$ cat src/rtl/agu_radix_param_if.sv
// Request/stream bundle between the radix-K NTT address generator and the bank-switch read path.
// The master side drives start/mode/ready; the slave side (the generator) drives the beat and status.
interface agu_radix_param_if #(
  parameter int N_LOG2 = 10,
  parameter int P_LOG2 = 1
);
  localparam int K    = 1 << P_LOG2;
  localparam int S    = N_LOG2 / P_LOG2;
  localparam int MA_W = N_LOG2 - P_LOG2;
  localparam int ST_W = (S > 1) ? $clog2(S) : 1;

  logic                start;
  logic                mode_inv;
  logic                out_ready;
  logic                out_valid;
  logic [K*MA_W-1:0]   ma_idx;
  logic [K*P_LOG2-1:0] bn_idx;
  logic [ST_W-1:0]     stage_out;
  logic                busy;
  logic                done;

  modport master (
    output start, mode_inv, out_ready,
    input  out_valid, ma_idx, bn_idx, stage_out, busy, done
  );

  modport slave (
    input  start, mode_inv, out_ready,
    output out_valid, ma_idx, bn_idx, stage_out, busy, done
  );
endinterface

$ cat src/rtl/agu_radix_param.sv
// Radix-K NTT address generator: per stage, emits K conflict-free (bank, address) operand
// indices per beat, in forward or inverse stage order, under valid/ready backpressure.
module agu_radix_param #(
  parameter int N_LOG2 = 10,
  parameter int P_LOG2 = 1
) (
  input  logic             clk,
  input  logic             rst_n,
  agu_radix_param_if.slave bus
);
  localparam int K    = 1 << P_LOG2;
  localparam int S    = N_LOG2 / P_LOG2;
  localparam int MA_W = N_LOG2 - P_LOG2;
  localparam int ST_W = (S > 1) ? $clog2(S) : 1;

  localparam logic [1:0] ST_IDLE  = 2'd0;
  localparam logic [1:0] ST_RUN   = 2'd1;
  localparam logic [1:0] ST_DRAIN = 2'd2;

  localparam logic [ST_W-1:0] STAGE_LAST = ST_W'(S - 1);
  localparam logic [MA_W-1:0] J_LAST     = '1;

  // Splice lane digit m into j at digit position s; digits of j at s and above shift up one.
  function automatic logic [N_LOG2-1:0] insert_digit(
    input logic [MA_W-1:0]   j,
    input logic [ST_W-1:0]   s,
    input logic [P_LOG2-1:0] m
  );
    logic [N_LOG2-1:0] ord;
    int                pos;
    ord = N_LOG2'(m) << (int'(s) * P_LOG2);
    for (int d = 0; d < S - 1; d++) begin
      pos = (d < int'(s)) ? d : d + 1;
      ord = ord | (N_LOG2'(j[d*P_LOG2 +: P_LOG2]) << (pos * P_LOG2));
    end
    return ord;
  endfunction

  // Bank number: sum of all base-K digits, wrapping mod K in a P_LOG2-bit accumulator.
  function automatic logic [P_LOG2-1:0] digit_sum(input logic [N_LOG2-1:0] ord);
    logic [P_LOG2-1:0] acc;
    acc = '0;
    for (int d = 0; d < S; d++) begin
      acc = acc + ord[d*P_LOG2 +: P_LOG2];
    end
    return acc;
  endfunction

  logic [1:0]          state_q, state_d;
  logic                mode_q, mode_d;
  logic [ST_W-1:0]     cnt_stage_q, cnt_stage_d;
  logic [MA_W-1:0]     cnt_j_q, cnt_j_d;

  logic                vld_p0_q, vld_p0_d;
  logic [ST_W-1:0]     stage_p0_q, stage_p0_d;
  logic [MA_W-1:0]     j_p0_q, j_p0_d;

  logic                vld_p1_q, vld_p1_d;
  logic [ST_W-1:0]     stage_p1_q, stage_p1_d;
  logic [K*N_LOG2-1:0] ord_p1_q, ord_p1_d;

  logic                vld_p2_q, vld_p2_d;
  logic [ST_W-1:0]     stage_p2_q, stage_p2_d;
  logic [K*MA_W-1:0]   ma_p2_q, ma_p2_d;
  logic [K*P_LOG2-1:0] bn_p2_q, bn_p2_d;

  logic                adv;
  logic                pipe_empty;
  logic                issue;
  logic                last_pair;
  logic [ST_W-1:0]     stage_end;

  // A stalled output beat freezes the whole pipe, counters included.
  always_comb begin
    adv        = !vld_p2_q || bus.out_ready;
    pipe_empty = !vld_p0_q && !vld_p1_q && !vld_p2_q;
    stage_end  = mode_q ? '0 : STAGE_LAST;
    last_pair  = (cnt_j_q == J_LAST) && (cnt_stage_q == stage_end);
  end

  // Control FSM and (stage, j) counter
  always_comb begin
    state_d     = state_q;
    mode_d      = mode_q;
    cnt_stage_d = cnt_stage_q;
    cnt_j_d     = cnt_j_q;
    issue       = 1'b0;
    case (state_q)
      ST_IDLE: begin
        if (bus.start) begin
          state_d     = ST_RUN;
          mode_d      = bus.mode_inv;
          cnt_stage_d = bus.mode_inv ? STAGE_LAST : '0;
          cnt_j_d     = '0;
        end
      end
      ST_RUN: begin
        if (adv) begin
          issue = 1'b1;
          if (last_pair) begin
            state_d = ST_DRAIN;
          end else begin
            cnt_j_d = cnt_j_q + 1'b1;
            if (cnt_j_q == J_LAST) begin
              cnt_stage_d = mode_q ? (cnt_stage_q - 1'b1) : (cnt_stage_q + 1'b1);
            end
          end
        end
      end
      ST_DRAIN: begin
        if (pipe_empty) begin
          state_d = ST_IDLE;
        end
      end
      default: state_d = ST_IDLE;
    endcase
  end

  // p0: captured (stage, j) pair
  always_comb begin
    vld_p0_d   = vld_p0_q;
    stage_p0_d = stage_p0_q;
    j_p0_d     = j_p0_q;
    if (adv) begin
      vld_p0_d = issue;
      if (issue) begin
        stage_p0_d = cnt_stage_q;
        j_p0_d     = cnt_j_q;
      end
    end
  end

  // p1: per-lane operand order
  always_comb begin
    vld_p1_d   = vld_p1_q;
    stage_p1_d = stage_p1_q;
    ord_p1_d   = ord_p1_q;
    if (adv) begin
      vld_p1_d = vld_p0_q;
      if (vld_p0_q) begin
        stage_p1_d = stage_p0_q;
        for (int m = 0; m < K; m++) begin
          ord_p1_d[m*N_LOG2 +: N_LOG2] = insert_digit(j_p0_q, stage_p0_q, P_LOG2'(m));
        end
      end
    end
  end

  // p2: bank/address translation, presented on the output
  always_comb begin
    vld_p2_d   = vld_p2_q;
    stage_p2_d = stage_p2_q;
    ma_p2_d    = ma_p2_q;
    bn_p2_d    = bn_p2_q;
    if (adv) begin
      vld_p2_d = vld_p1_q;
      if (vld_p1_q) begin
        stage_p2_d = stage_p1_q;
        for (int m = 0; m < K; m++) begin
          ma_p2_d[m*MA_W +: MA_W]     = ord_p1_q[m*N_LOG2 + P_LOG2 +: MA_W];
          bn_p2_d[m*P_LOG2 +: P_LOG2] = digit_sum(ord_p1_q[m*N_LOG2 +: N_LOG2]);
        end
      end
    end
  end

  always_ff @(posedge clk) begin
    if (!rst_n) begin
      state_q     <= ST_IDLE;
      mode_q      <= 1'b0;
      cnt_stage_q <= '0;
      cnt_j_q     <= '0;
      vld_p0_q    <= 1'b0;
      stage_p0_q  <= '0;
      j_p0_q      <= '0;
      vld_p1_q    <= 1'b0;
      stage_p1_q  <= '0;
      ord_p1_q    <= '0;
      vld_p2_q    <= 1'b0;
      stage_p2_q  <= '0;
      ma_p2_q     <= '0;
      bn_p2_q     <= '0;
    end else begin
      state_q     <= state_d;
      mode_q      <= mode_d;
      cnt_stage_q <= cnt_stage_d;
      cnt_j_q     <= cnt_j_d;
      vld_p0_q    <= vld_p0_d;
      stage_p0_q  <= stage_p0_d;
      j_p0_q      <= j_p0_d;
      vld_p1_q    <= vld_p1_d;
      stage_p1_q  <= stage_p1_d;
      ord_p1_q    <= ord_p1_d;
      vld_p2_q    <= vld_p2_d;
      stage_p2_q  <= stage_p2_d;
      ma_p2_q     <= ma_p2_d;
      bn_p2_q     <= bn_p2_d;
    end
  end

  // done is combinational so a start in the same cycle still sees the FSM in DRAIN.
  assign bus.out_valid = vld_p2_q;
  assign bus.ma_idx    = ma_p2_q;
  assign bus.bn_idx    = bn_p2_q;
  assign bus.stage_out = stage_p2_q;
  assign bus.busy      = (state_q != ST_IDLE);
  assign bus.done      = (state_q == ST_DRAIN) && pipe_empty;

endmodule

$ cat src/flat_wrapper.sv
// flat-port wrapper written by rule: the top's interface ports become plain ports
module agu_radix_param_flat 
#(
  parameter int N_LOG2 = 10,
  parameter int P_LOG2 = 1
)
  (clk, rst_n, bus_start, bus_mode_inv, bus_out_ready, bus_out_valid, bus_ma_idx, bus_bn_idx, bus_stage_out, bus_busy, bus_done);
  agu_radix_param_if #(.N_LOG2(N_LOG2), .P_LOG2(P_LOG2)) bus_i ();
  input  logic clk;
  input  logic rst_n;
  input wire logic [$bits(bus_i.start)-1:0] bus_start;
  input wire logic [$bits(bus_i.mode_inv)-1:0] bus_mode_inv;
  input wire logic [$bits(bus_i.out_ready)-1:0] bus_out_ready;
  output wire logic [$bits(bus_i.out_valid)-1:0] bus_out_valid;
  output wire logic [$bits(bus_i.ma_idx)-1:0] bus_ma_idx;
  output wire logic [$bits(bus_i.bn_idx)-1:0] bus_bn_idx;
  output wire logic [$bits(bus_i.stage_out)-1:0] bus_stage_out;
  output wire logic [$bits(bus_i.busy)-1:0] bus_busy;
  output wire logic [$bits(bus_i.done)-1:0] bus_done;
  assign bus_i.start = bus_start;
  assign bus_i.mode_inv = bus_mode_inv;
  assign bus_i.out_ready = bus_out_ready;
  assign bus_out_valid = bus_i.out_valid;
  assign bus_ma_idx = bus_i.ma_idx;
  assign bus_bn_idx = bus_i.bn_idx;
  assign bus_stage_out = bus_i.stage_out;
  assign bus_busy = bus_i.busy;
  assign bus_done = bus_i.done;
  agu_radix_param #(.N_LOG2(N_LOG2), .P_LOG2(P_LOG2)) u_core (.clk(clk), .rst_n(rst_n), .bus(bus_i));
endmodule
$ cat config.mk
export PLATFORM = sky130hd
export DESIGN_NAME = agu_radix_param_flat
export DESIGN_NICKNAME = d
export VERILOG_FILES = /design/src/rtl/agu_radix_param_if.sv /design/src/rtl/agu_radix_param.sv /design/src/flat_wrapper.sv
export SDC_FILE = /design/constraint.sdc
export NUM_CORES = 1
export LEC_CHECK = 0
export ABC_AREA = 1
export CAP_MARGIN = 25
export CORE_MARGIN = 5
export CORE_UTILIZATION = 40
export CTS_BUF_LIST = sky130_fd_sc_hd__clkbuf_2
export CTS_CLUSTER_SIZE = 28
export DETAILED_ROUTE_END_ITERATION = 10
export PLACE_DENSITY = 0.65
export SETUP_SLACK_MARGIN = 0.1
export SLEW_MARGIN = 20
export SYNTH_ARGS = -nofsm -noshare
export SYNTH_HDL_FRONTEND = slang
export SYNTH_SLANG_ARGS = --single-unit
$ cat constraint.sdc
create_clock -name clk -period 2.8 [get_ports clk]
set_input_delay 0.28 -clock clk [delete_from_list [all_inputs] [get_ports clk]]
set_output_delay 0.28 -clock clk [all_outputs]
set_load 0.02 [all_outputs]
Word-level counts from Yosys, hierarchy flattened
Cells that the tools add are included.
{"block": "word_totals", "reg_bits": 80, "word_cells": 129, "input_bits": 5, "out_inout_bits": 27}
{"block": "op_classes", "n_eq_ne": 10, "bitwise": 18, "n_reduce_logical": 18, "n_lt_le_gt_ge": 9, "n_mux": 28, "add_sub_neg": 21, "n_shift": 11}
{"op": "$shl A1 B32 Y10", "n": 7}
{"op": "$or A10 B10 Y10", "n": 18}
{"op": "$mux W4", "n": 8}
{"op": "$mux W9", "n": 3}
{"op": "$shl A1 B4 Y10 const A", "n": 2}
{"op": "$add A1 B1 Y1", "n": 18}
{"op": "$pmux W9 S2", "n": 1}
{"op": "$lt A3 B4 Y1 const A", "n": 4}
{"op": "$mux W2", "n": 6}
{"op": "$shl A1 B2 Y10", "n": 1}
{"op": "$shl A1 B3 Y10", "n": 1}
{"op": "$add A9 B1 Y9 const B", "n": 1}
{"op": "$eq A9 B9 Y1 const B", "n": 1}
{"op": "$lt A1 B4 Y1 const A", "n": 2}
{"op": "$lt A2 B4 Y1 const A", "n": 2}
{"op": "$ne A2 B1 Y1 const B", "n": 4}
{"op": "$pmux W4 S2", "n": 1}
{"op": "$reduce_and A2 Y1", "n": 4}
{"op": "$reduce_and A4 Y1", "n": 2}
{"op": "$mux W1", "n": 7}
{"op": "$pmux W2 S3", "n": 1}
{"op": "$reduce_and A5 Y1", "n": 1}
{"op": "$add A4 B1 Y4 const B", "n": 1}
{"op": "$eq A4 B4 Y1", "n": 1}
{"op": "11 further kinds", "n": 18}

Depth between registers and ports, before layout
Gate-level depths: netlist of run 1.
{"block": "logic_depth", "ltp_word": 12, "depth_mapped": 15, "mapped_depth_nobuf": 14}

Least setup slack after synthesis of run 1
OpenSTA, ideal clock, no wires.
{"block": "synth_path", "kind": "register to register", "startpoint": "reg u_core.cnt_j_q[0]", "endpoint": "reg u_core.cnt_j_q[1]", "stages_incl_launch_ff": 15, "setup_time_ns": 0.128, "path_slack_ns": 0.658, "t_required_ns": 2.672, "synth_period_minus_slack_ns": 2.142, "t_arrival_ns": 2.015, "path_buffers": 1, "path_cell_list": "dfxtp_1 > ha_1 > nand2_1 > nor3_1 > nand2_1 > nor2_1 > ha_1 > inv_1 > nor3_1 > nand3_2 > nand2_4 > inv_4 > buf_8 > o21ai_1 > nor2_1"}
{"block": "synth_between", "elab_chain_cells": 4, "elab_cells_between_ends": 8, "classes_between": "1 x add/sub; 2 x eq/ne; 3 x mux; 2 x reduce/logical"}
{"item": "start: declaration", "line": "agu_radix_param.sv:52", "text": "logic [MA_W-1:0] cnt_j_q, cnt_j_d;"}
{"item": "start signal: assignment", "line": "agu_radix_param.sv:187", "text": "cnt_j_q <= cnt_j_d;"}
{"item": "$add A9 B1 Y9 or $eq A9 B9 Y1 (tied branches)", "line": "agu_radix_param.sv:103, agu_radix_param.sv:78"}
{"item": "$mux W9 or $logic_and A1 B1 Y1 (tied branches)", "line": "agu_radix_param.sv:100, agu_radix_param.sv:78"}
{"item": "$mux W9 or $ne A2 B2 Y1 (tied branches)"}
{"item": "$pmux W9 S2 or $reduce_and A4 Y1 (tied branches)"}
Several ways; a longest one is shown, not always the timed one. The select of a mux whose other input is x is not followed.
A chain may end at the register's enable or synchronous reset.

Worst setup path in the final report of run 1
{"block": "layout_path", "startpoint": "reg u_core.cnt_j_q[0]", "endpoint": "reg u_core.cnt_j_q[0]"}
The elaborated chain is that of the path after synthesis.

==> run metrics, run 1 <==
outcome=completed; Synth Net Count=529; Crit Path Max Fanout=11; WS Path Type=flop to flop; H-tree level count=3; pwr/cell area=539 nW/um^2; post-CTS repair timing setup buffer count=0; vias in the first global route=2961; initial DRC count=145; RSZ-0062 raised after global routing=false; VDD IR-drop max=390 uV; critical path's slowest cell=dfxtp_1; Hold Fails Final Rpt=0; CP delay by family, top=simple AND/OR/NAND/NOR gates; final worst path period need=2320 ps; register area share after synthesis=0.431; Leakage=1.82 nW; grt total ovfl=0; Logic pwr share=0.176; Critical Path AT=2750 ps; Fill cells=between 900 and 1000; drt wl/cell=12.5 um; sequential power share=0.557; critical path endpoint category=flop; Post-DP Area=4100 um^2; Mapped Cells=519; # setup viols final=0; starting density of the core=0.406; crit path capture=u_core.cnt_j_q[0]$_SDFFE_PN0P_; row cnt=35; Worst-Skew Late Latency=530 ps; port bufs=31; f_max=about 430 MHz; CP Cell Sequence=ha_1 -> nand2_1 -> nor3_1 -> nand2_1 -> nor2_1 -> ha_1 -> inv_1 -> nor3_1 -> nand3_2 -> nand2_4 -> inv_4 -> o21ai_1 -> nor2_1; Routed Antenna Nets=0; top post-synthesis cells by area=dfxtp_1 43%, nand2_1 9.3%, o21ai_0 7.5%, nor2_1 7.5%, inv_1 6.6%; initial antenna violation count=0; slew margin rel.=0.668; Cell Int Power=1.56 mW; HP Class=primary input to flop; clock slew seen by the registers of the worst setup and hold paths=between 200 and 250 ps; reg-to-reg setup timing slack=480 ps; final routed DRC violation total=0; global-route wire length before repair=13900 um; die height=roughly 110 um; Core ar.=between 9000 and 10000 um^2; layout cell share with drive strength beyond 1=0.0690; CTS hold repair buffers=0; area of the multi-input gates=1750 um^2; Final period util=0.828; Final Instance Area=4210 um^2; via count=3278; source of the critical timing path=u_core.cnt_j_q[0]$_SDFFE_PN0P_; Final Slew Violations=0; Yosys top cell by area=dfxtp_1; Req. time, crit path=3230 ps; count of cell types in the netlist=36; clock root buffer=clkbuf_2; Post-DP HPWL=roughly 6000 um; Slew @ Worst Pin=498 ps; final WL=~8300 um; top cell type's share of synthesized area=0.431; Post-Route Setup TNS=0 ps; GP Congestion=0.795; worst r2r dst=u_core.cnt_j_q[0]$_SDFFE_PN0P_; Vias/cell=4.95; Max-Cap Viols=0; synthesized area per cell=around 7 um^2; DRT Pass-1 Iters=4; switching power=0.713 mW; skew final=30.2 ps; io pins=32; Cell Area, Synth=3710 um^2; Synth Flop Type=dfxtp_1; area grow syn2layout=13.3%; Reg area=1600 um^2; CP bufs+invs=2; RR Startpoint=u_core.cnt_j_q[0]$_SDFFE_PN0P_; pin count of the biggest net entering global routing=54; Die W=roughly 110 um; asr flop ratio synth=0; Worst path depth=13; TritonCTS clock tree=done; # clock sinks=80; total CTS buffers=9; GR Util All Layers=0.152; clock buffer depth=2; worst reg2reg path depth=13; Gates resized, CTS repair=0; Clock Power Share=0.266; count of flip-flops with a built-in enable after synthesis=0; Switching Share=0.314; die area=11300 um^2; Yosys warnings=0; synthesized flop and latch total=80; slowest stage delay, CP=460 ps; nature of the critical path startpoint=flop; n_diodes=0; nets=556
==> flip-flops by register name, summed over array words and instances, names as in the netlist, 4 cells and up <==
name                  flops
u_core.stage_p1_q         4
u_core.cnt_j_q            9
u_core.cnt_stage_q        4
u_core.bus.stage_out      4
u_core.ord_p1_q          20
u_core.stage_p0_q         4
u_core.j_p0_q             9
u_core.bus.ma_idx        18
==> per-layer routing <==
| layer | vias to the layer above | share of wire | global-route usage |
|---|---|---|---|
| met5 | - | 0 | 0 |
| met4 | 0 | 0.013 | 0.0453 |
| met3 | 9 | 0.039 | 0.0461 |
| met2 | 70 | 0.47 | 0.250 |
| met1 | 1474 | 0.48 | 0.191 |
| li1 | 1725 | - | - |
==> synth_stat cells (5+ instances only) <==
library cell   n
nand2_1       92
dfxtp_1       80
nor2_1        74
inv_1         65
o21ai_0       56
a21oi_1       47
nand3_1       23
clkbuf_1      12
xnor2_1        8
buf_2          5
o211ai_1       5
o21ai_1        5
==> how the worst min path moves through the flow <==
stage	startpoint	end	slack (ps)	cells past startpoint
after floorplan	u_core.j_p0_q[5]$_SDFFE_PN0P_	u_core.j_p0_q[5]$_SDFFE_PN0P_	440	2
after global placement	u_core.vld_p0_q$_SDFFE_PN0P_	u_core.vld_p0_q$_SDFFE_PN0P_	450	2
after detailed placement	u_core.vld_p1_q$_SDFFE_PN0P_	u_core.vld_p1_q$_SDFFE_PN0P_	460	2
after CTS	bus_start	u_core.state_q[0]$_SDFFE_PN0P_	350	3
after global routing	bus_start	u_core.state_q[0]$_SDFFE_PN0P_	330	3
final	bus_start	u_core.state_q[0]$_SDFFE_PN0P_	380	3
==> per-stage QoR <==
| step | instances | setup WS (ps) | power [mW] | util | hold slack [ps] |
|---|---|---|---|---|---|
| after floorplan | 519 | 658 | 1.58 | - | 439 |
| after global placement | 646 | 605 | 1.68 | 0.448 | 453 |
| after detailed placement | 646 | 540 | 1.69 | 0.448 | 462 |
| after CTS | 662 | 510 | 2.29 | 0.460 | 351 |
| after global routing | 662 | 239 | 2.41 | 0.460 | 335 |
| final | 662 | 480 | 2.27 | 0.460 | 379 |
==> worst reg2reg max path, cell delays in order (launching register included) <==
cell     delay [ps]
dfxtp_1         460
ha_1            230
nand2_1          80
nor3_1          270
nand2_1         100
nor2_1          100
ha_1            140
inv_1            40
nor3_1          220
nand3_2         150
nand2_4         140
inv_4            90
o21ai_1         140
nor2_1           60
==> layout make-up <==
class / count / share of cell area
inverters: 70 / 0.0630
repair buffers: 35 / 0.0809
flip-flops and latches: 80 / 0.381
well taps: 111 / 0.0330
clock buffers: 10 / 0.0119
multi-input cells: 350 / 0.416
clock inverters: 6 / 0.0143
==> cell usage in the layout (no fill, tap or decap), types with 2 or more instances in the layout <==
cell type	instances
inv_2	2
nand3_2	2
inv_1	65
ha_1	4
o211a_1	2
nand2_2	2
nand2_1	92
nand3_1	23
a21oi_2	2
nand2_4	4
o21ai_1	5
nor2_2	5
xor2_1	3
a211oi_1	3
a21oi_1	47
nand4_1	3
clkdlybuf4s50_1	31
xnor2_1	8
buf_4	4
clkinv_1	4
o211ai_1	5
dfxtp_1	80
nor3_1	2
clkbuf_2	10
o21ai_0	56
clkinvlp_4	3
a31oi_1	2
nor2_1	73
==> logic make-up (layout without fill, tap and decap cells) <==
logic type               after synthesis  after routing  share of synthesized area
AO/OA/AOI/OAI                        125            125                      0.183
XOR/XNOR                              11             11                     0.0260
buffers and inverters                 89            121                     0.0974
flip-flops                            80             80                      0.431
AND/OR/NAND/NOR                      209            209                      0.243
adder cells (fa/ha/maj)                5              5                     0.0189
==> power by group through the flow <==
stage | logic [mW] | clock network [mW] | registers, mW
floorplan | 0.283 | 0 | 1.29
global placement | 0.390 | 0 | 1.29
detailed placement | 0.400 | 0 | 1.29
CTS | 0.402 | 0.621 | 1.26
global route | 0.454 | 0.676 | 1.28
finish | 0.400 | 0.604 | 1.27
Note: power is estimated with default switching activity, not from simulation.
==> inputs of run 2 (changes only) <==
--- a/config.mk
+++ b/config.mk
@@ -12,7 +12,7 @@
 export CTS_BUF_LIST = sky130_fd_sc_hd__clkbuf_2
 export CTS_CLUSTER_SIZE = 28
 export DETAILED_ROUTE_END_ITERATION = 10
-export PLACE_DENSITY = 0.65
+export PLACE_DENSITY = 0.67
 export SETUP_SLACK_MARGIN = 0.1
 export SLEW_MARGIN = 20
 export SYNTH_ARGS = -nofsm -noshare
==> constraint.sdc (replaced) <==
create_clock -name clk -period 1.87 [get_ports clk]
set_input_delay 0.187 -clock clk [delete_from_list [all_inputs] [get_ports clk]]
set_output_delay 0.187 -clock clk [all_outputs]
set_load 0.02 [all_outputs]
==> run 2 against run 1 <==
Register-to-register slack got worse by 580 ps. Via count is 1.6% higher. Non-clock buffer count increased by 13. Global-route usage grew 0.59 points. Highest routed layer unchanged. Sequential power rose by 50%. Maximum frequency increased by 18%. Flip-flop and latch count did not move. Critical path type unchanged. Cell count rose by 2.3%. Cell area rose by 5.9%. The run now ends with negative setup slack left.
==> run metrics, run 2 (synthesized netlist as in run 1, its figures left out) <==
outcome=complete, but fails checks; failing checks=negative setup slack; GP Congestion=0.859 (+8.0%); HP Start=bus_start; starting density of the core=0.406 (unchanged); Routed Antenna Nets=0 (unchanged); Worst-Skew Late Latency=540 ps (about the same); die height=106 um (unchanged); area grow syn2layout=20.1%; Leakage=2.30 nW (+26%); Final Slew Violations=0 (unchanged); drt wl/cell=12.7 um (+0.95%); max FFs per register=20 (unchanged); # clock sinks=80 (unchanged); worst reg2reg path depth=14 (+1); critical path endpoint category=flop; n_diodes=0 (unchanged); Core Util, Final=0.487 (+0.0272); Max-Cap Viols=0 (unchanged); # setup viols final=13 (+13); Cell Count, Final, Fillers Out=677 (+2.3%); Crit Path Max Fanout=6 (-5); Hold Fails Final Rpt=0 (unchanged); worst r2r dst=u_core.cnt_j_q[7]$_SDFFE_PN0P_; initial antenna violation count=0 (unchanged); RSZ-0062 raised after global routing=true; RR Startpoint=u_core.cnt_j_q[1]$_SDFFE_PN0P_; die area=11300 um^2 (unchanged); Die W=106 um (unchanged); critical path's slowest cell=dfxtp_2; Req. time, crit path=2340 ps (-890 ps); H-tree level count=3 (unchanged); nets=571 (+2.7%); commonest non-fill, non-tap cell in the layout=nand2_1; global-route wire length before repair=14500 um (+4.2%); Slew @ Worst Pin=474 ps (-24.4 ps); TritonCTS clock tree=done; total CTS buffers=9 (unchanged); Final period util=1.06 (+0.227); final WL=8570 um (+3.2%); layout cell share with drive strength beyond 1=0.131 (+0.0618); area of the multi-input gates=1840 um^2 (+4.9%); via count=3332 (+1.6%); dpl cells=659 (+2.0%); slowest stage delay, CP=410 ps (-50 ps); Fill cells=902 (-3.9%); nature of the critical path startpoint=flop; f_max=507 MHz (+18%); Reg area=1610 um^2 (+0.63%); clock root buffer=clkbuf_2; DRT Pass-1 Iters=6 (+2); post-CTS repair timing setup buffer count=0 (unchanged); worst slack at placement=-40.0 ps (-580 ps); grt total ovfl=0 (unchanged); hold endpoint=u_core.state_q[0]$_SDFFE_PN0P_; Critical Path AT=2440 ps (-310 ps); CTS hold repair buffers=0 (unchanged); CP Cell Sequence=ha_4 -> nand2_4 -> nor3_4 -> nand2_2 -> nor2_2 -> ha_2 -> inv_2 -> nor3_4 -> nand3_2 -> nand2_4 -> inv_8 -> nor2_4 -> nor2_2 -> nor2_1; clock buffer depth=2 (unchanged); port bufs=31 (unchanged); Hold Crit Depth=3 (unchanged); final worst path period need=1970 ps (-346 ps); Largest Register=u_core.ord_p1_q; pin count of the biggest net entering global routing=39 (-28%); initial DRC count=164 (+13%); row cnt=35 (unchanged); io pins=32 (unchanged); reg-to-reg setup timing slack=-100 ps (-580 ps); Core ar.=9150 um^2 (unchanged); pwr/cell area=780 nW/um^2 (+45%); final worst-path setup slack=-103 ps (-584 ps); HP Class=primary input to flop; vias in the first global route=3197 (+8.0%); VDD IR-drop max=453 uV (+16%); Post-DP HPWL=6110 um (+3.4%); GR Util All Layers=0.158 (+0.00593); WS Path Type=flop to flop; Vias/cell=4.92 (-0.60%); clock slew seen by the registers of the worst setup and hold paths=240 ps (about the same); Post-Route Setup TNS=-970 ps (-970 ps); final routed DRC violation total=0 (unchanged); slew margin rel.=0.684 (+0.0163); commonest cells after routing, fill and taps aside=90 x nand2_1, 76 x dfxtp_1, 69 x nor2_1; skew final=33.3 ps (+3.09 ps)
-- run 2: worst max-delay path by stage --
stage	from	to	slack, ps	cells after the start
after global placement	u_core.cnt_j_q[1]$_SDFFE_PN0P_	u_core.cnt_j_q[1]$_SDFFE_PN0P_	40	13
after detailed placement	u_core.cnt_j_q[1]$_SDFFE_PN0P_	u_core.cnt_j_q[0]$_SDFFE_PN0P_	-40	13
final	u_core.cnt_j_q[1]$_SDFFE_PN0P_	u_core.cnt_j_q[7]$_SDFFE_PN0P_	-100	14
after global routing	u_core.cnt_j_q[1]$_SDFFE_PN0P_	u_core.cnt_j_q[5]$_SDFFE_PN0P_	-250	14
after floorplan	u_core.cnt_j_q[1]$_SDFFE_PN0P_	u_core.cnt_j_q[1]$_SDFFE_PN0P_	-40	14
after CTS	u_core.cnt_j_q[1]$_SDFFE_PN0P_	u_core.cnt_j_q[7]$_SDFFE_PN0P_	-60	14
-- run 2: cell type report --
type / instances / share of cell area
repair buffers: 48 / 0.105
multi-input cells: 351 / 0.412
repair inverters: 1 / 0.00140
clock buffers: 9 / 0.0101
inverters: 70 / 0.0606
clock inverters: 7 / 0.0174
well taps: 111 / 0.0312
flip-flops and latches: 80 / 0.362
-- run 2: layer usage --
layer / global-route usage / share of wire
met1: 0.187 / 0.45
met2: 0.267 / 0.48
met3: 0.0468 / 0.046
met4: 0.0629 / 0.016
met5: 0 / 0
-- run 2: critical path: cells and delay by family, from the launching register on --
kind                     cells  cell delay, ps
adder cells (fa/ha/maj)      2             340
AND/OR/NAND/NOR             10            1050
flip-flops                   1             410
buffers and inverters        2             110
-- run 2: per-stage QoR --
step           power [mW]  hold slack [ps]  area (um^2)
2_1_floorplan        2.36              350         3740
3_3_place_gp         2.53              453         4220
3_5_place_dp         2.55              459         4220
4_1_cts              3.51              240         4350
5_1_grt              3.71              241         4460
6_report             3.48              271         4460
-- run 2: timing repair --
action / 4_1_cts / 5_1_grt
endpoints found under the hold margin: 0 / 0
gates cloned: 0 / 2
resized for setup: 14 / 36
pin swaps: 3 / 1
endpoints found under the setup margin: 22 / 35
-- run 2: where the power goes --
part	internal [mW]	switching (mW)	total, mW
logic	0.231	0.396	0.627
registers	1.81	0.0877	1.90
clock network	0.321	0.633	0.954
==> inputs of run 3 (changes only) <==
--- a/config.mk
+++ b/config.mk
@@ -12,7 +12,7 @@
 export CTS_BUF_LIST = sky130_fd_sc_hd__clkbuf_2
 export CTS_CLUSTER_SIZE = 28
 export DETAILED_ROUTE_END_ITERATION = 10
-export PLACE_DENSITY = 0.67
+export PLACE_DENSITY = 0.65
 export SETUP_SLACK_MARGIN = 0.1
 export SLEW_MARGIN = 20
 export SYNTH_ARGS = -nofsm -noshare
==> constraint.sdc (replaced) <==
create_clock -name clk -period 2.3 [get_ports clk]
set_input_delay 0.23 -clock clk [delete_from_list [all_inputs] [get_ports clk]]
set_output_delay 0.23 -clock clk [all_outputs]
set_load 0.02 [all_outputs]
==> run 3 against run 2 <==
The run now ends clean. Clock skew down 2.0 ps. Sequential power shrank 19%. Global-route usage is 0.55 points lower. Cell count decreased by 1.9%. Clock-buffer cell count unchanged. Via count is 0.39% lower. Setup slack better by 340 ps. Utilization shrank 2.2 points. Clock power is 17% lower. Sequential share of layout area up 1.6 points. Die area unchanged. Critical path type is now flop to primary output. Largest power group unchanged.
==> run metrics, run 3 (synthesized netlist as in run 1, its figures left out) <==
Slew @ Worst Pin=815 ps (+342 ps); max FFs per register=20 (unchanged); critical path endpoint category=primary output; die area=11300 um^2 (unchanged); # clock sinks=80 (unchanged); Req. time, crit path=2070 ps (-270 ps); vias in the first global route=3000 (-6.2%); die height=106 um (unchanged); clock slew seen by the registers of the worst setup and hold paths=200 ps (-40 ps); Largest Register=u_core.ord_p1_q; slowest stage delay, CP=590 ps (+180 ps); Post-DP HPWL=5950 um (-2.7%); CP delay by family, top=buffers and inverters; HP Class=primary input to flop; io pins=32 (unchanged); Logic pwr share=0.172 (-0.008); # setup viols final=0 (-13); Cell Int Power=1.91 mW (-19%); f_max=between 400 and 500 MHz; n_diodes=0 (unchanged); grt total ovfl=0 (unchanged); Critical Path AT=1840 ps (-600 ps); Hold Fails Final Rpt=0 (unchanged); GR Util All Layers=0.152 (-0.00550); H-tree level count=3 (unchanged); Vias/cell=5.00 (+1.6%); CP bufs+invs=2 (unchanged); clock buffer depth=2 (unchanged); Clock Power Share=0.280 (+0.006); nature of the critical path startpoint=flop; Routed Antenna Nets=0 (unchanged); Worst-Skew Late Latency=570 ps (+30 ps); row cnt=35 (unchanged); CTS hold repair buffers=0 (unchanged); switching power=0.904 mW (-19%); initial antenna violation count=0 (unchanged); CP Cell Sequence=nor2_2 -> inv_1 -> clkdlybuf4s50_1; final WL=8220 um (-4.0%); TritonCTS clock tree=done; total CTS buffers=9 (unchanged); Post-DP Area=4110 um^2 (-2.8%); Max-Cap Viols=0 (unchanged); area grow syn2layout=14.5%; VDD IR-drop max=274 uV (-40%); final worst path period need=2070 ps; slew margin rel.=0.456 (-0.228); Crit Path Max Fanout=4 (-2); drt wl/cell=12.4 um (-2.1%); clock root buffer=clkbuf_2; pwr/cell area=663 nW/um^2 (-15%); outcome=completed; Die W=106 um (unchanged); initial DRC count=158 (-3.7%); Final Instance Area=4250 um^2 (-4.6%); commonest non-fill, non-tap cell in the layout=nand2_1; final routed DRC violation total=0 (unchanged); critical path's slowest cell=clkdlybuf4s50_1; pin count of the biggest net entering global routing=57 (+46%); Fill cells=930 (+3.1%); Post-Route Setup TNS=0 ps (+970 ps); starting density of the core=0.406 (unchanged); commonest cells after routing, fill and taps aside=92 x nand2_1, 78 x dfxtp_1, 73 x nor2_1; Final period util=0.898; GP Congestion=0.784 (-8.8%); Switching Share=0.321 (-0.000423); via count=3319 (-0.39%); port bufs=31 (unchanged); Leakage=1.87 nW (-19%); layout cell share with drive strength beyond 1=0.0832 (-0.0476); Core ar.=9150 um^2 (unchanged); RSZ-0062 raised after global routing=true; DRT Pass-1 Iters=4 (-2); nets=558 (-2.3%); sequential power share=0.547 (+0.002); WS Path Type=flop to primary output; skew final=31.3 ps (-1.97 ps); Final Slew Violations=0 (unchanged); global-route wire length before repair=14000 um (-3.7%)
## run 3: cell types whose count changed in the layout (fill, tap and decap cells not counted), sizes merged
cell           previous run  this run
clkinvlp                  2         0
buf                      18         6
clkdlybuf4s50             5        30
dlymetal6s2s             18         1
nand2                    99        98
inv                      72        70
dlygate4sd2               7         0
clkinv                    3         6
## run 3: power by group through the flow
stage | clock network, mW | logic, mW | registers, mW
after CTS | 0.807 | 0.489 | 1.54
after global routing | 0.863 | 0.554 | 1.56
after global placement | 0 | 0.479 | 1.56
final | 0.791 | 0.486 | 1.54
after detailed placement | 0 | 0.487 | 1.57
after floorplan | 0 | 0.344 | 1.57
## run 3: area by class of cell
| type | instances | area, um^2 | share of cell area |
|---|---|---|---|
| repair buffers | 37 | 358 | 0.0842 |
| multi-input cells | 350 | 1760 | 0.414 |
| inverters | 70 | 265 | 0.0624 |
| clock inverters | 7 | 78.8 | 0.0185 |
| clock buffers | 9 | 45.0 | 0.0106 |
| flip-flops and latches | 80 | 1600 | 0.377 |
| well taps | 111 | 139 | 0.0327 |
## run 3: path summary, 6_finish.rpt
path / startpoint / end / slack, ps / depth (start not counted)
worst min-delay path: bus_start / u_core.state_q[0]$_SDFFE_PN0P_ / 330 / 3
worst max register to register: u_core.cnt_j_q[1]$_SDFFE_PN0P_ / u_core.cnt_j_q[8]$_SDFFE_PN0P_ / 290 / 13
worst max-delay path: u_core.state_q[1]$_SDFFE_PN0P_ / bus_busy / 230 / 3
worst min register to register: u_core.vld_p1_q$_SDFFE_PN0P_ / u_core.vld_p1_q$_SDFFE_PN0P_ / 490 / 2
## run 3: stage by stage
stage                util  setup slack, ps  instances  power [mW]  hold WS [ps]
global route        0.465             58.5        664        2.97           341
CTS                 0.463              140        663        2.84           314
floorplan               -              158        519        1.92           393
detailed placement  0.449             52.4        647        2.06           465
global placement    0.449              137        647        2.04           452
finish              0.465              234        664        2.82           326
## run 3: per-layer routing
metal  GRT usage  vias to the layer above  wire [um]
met5           0                        -          0
met4      0.0500                        0        173
met3      0.0419                       14        335
met2       0.253                       61       3920
met1       0.191                     1513       3800
li1            -                     1731          -
## run 3: tightest hold or removal path, stage by stage
cell,delay [ps]
clkdlybuf4s50_1,440
nand2_4,110
a21oi_1,70
## run 3: timing repair
item,4_1_cts,5_1_grt
gates resized for setup,2,3
hold endpoints to repair,0,0
cloned,0,0
endpoints found under the setup margin,8,14
buffers inserted,0,1
pin swaps,0,1
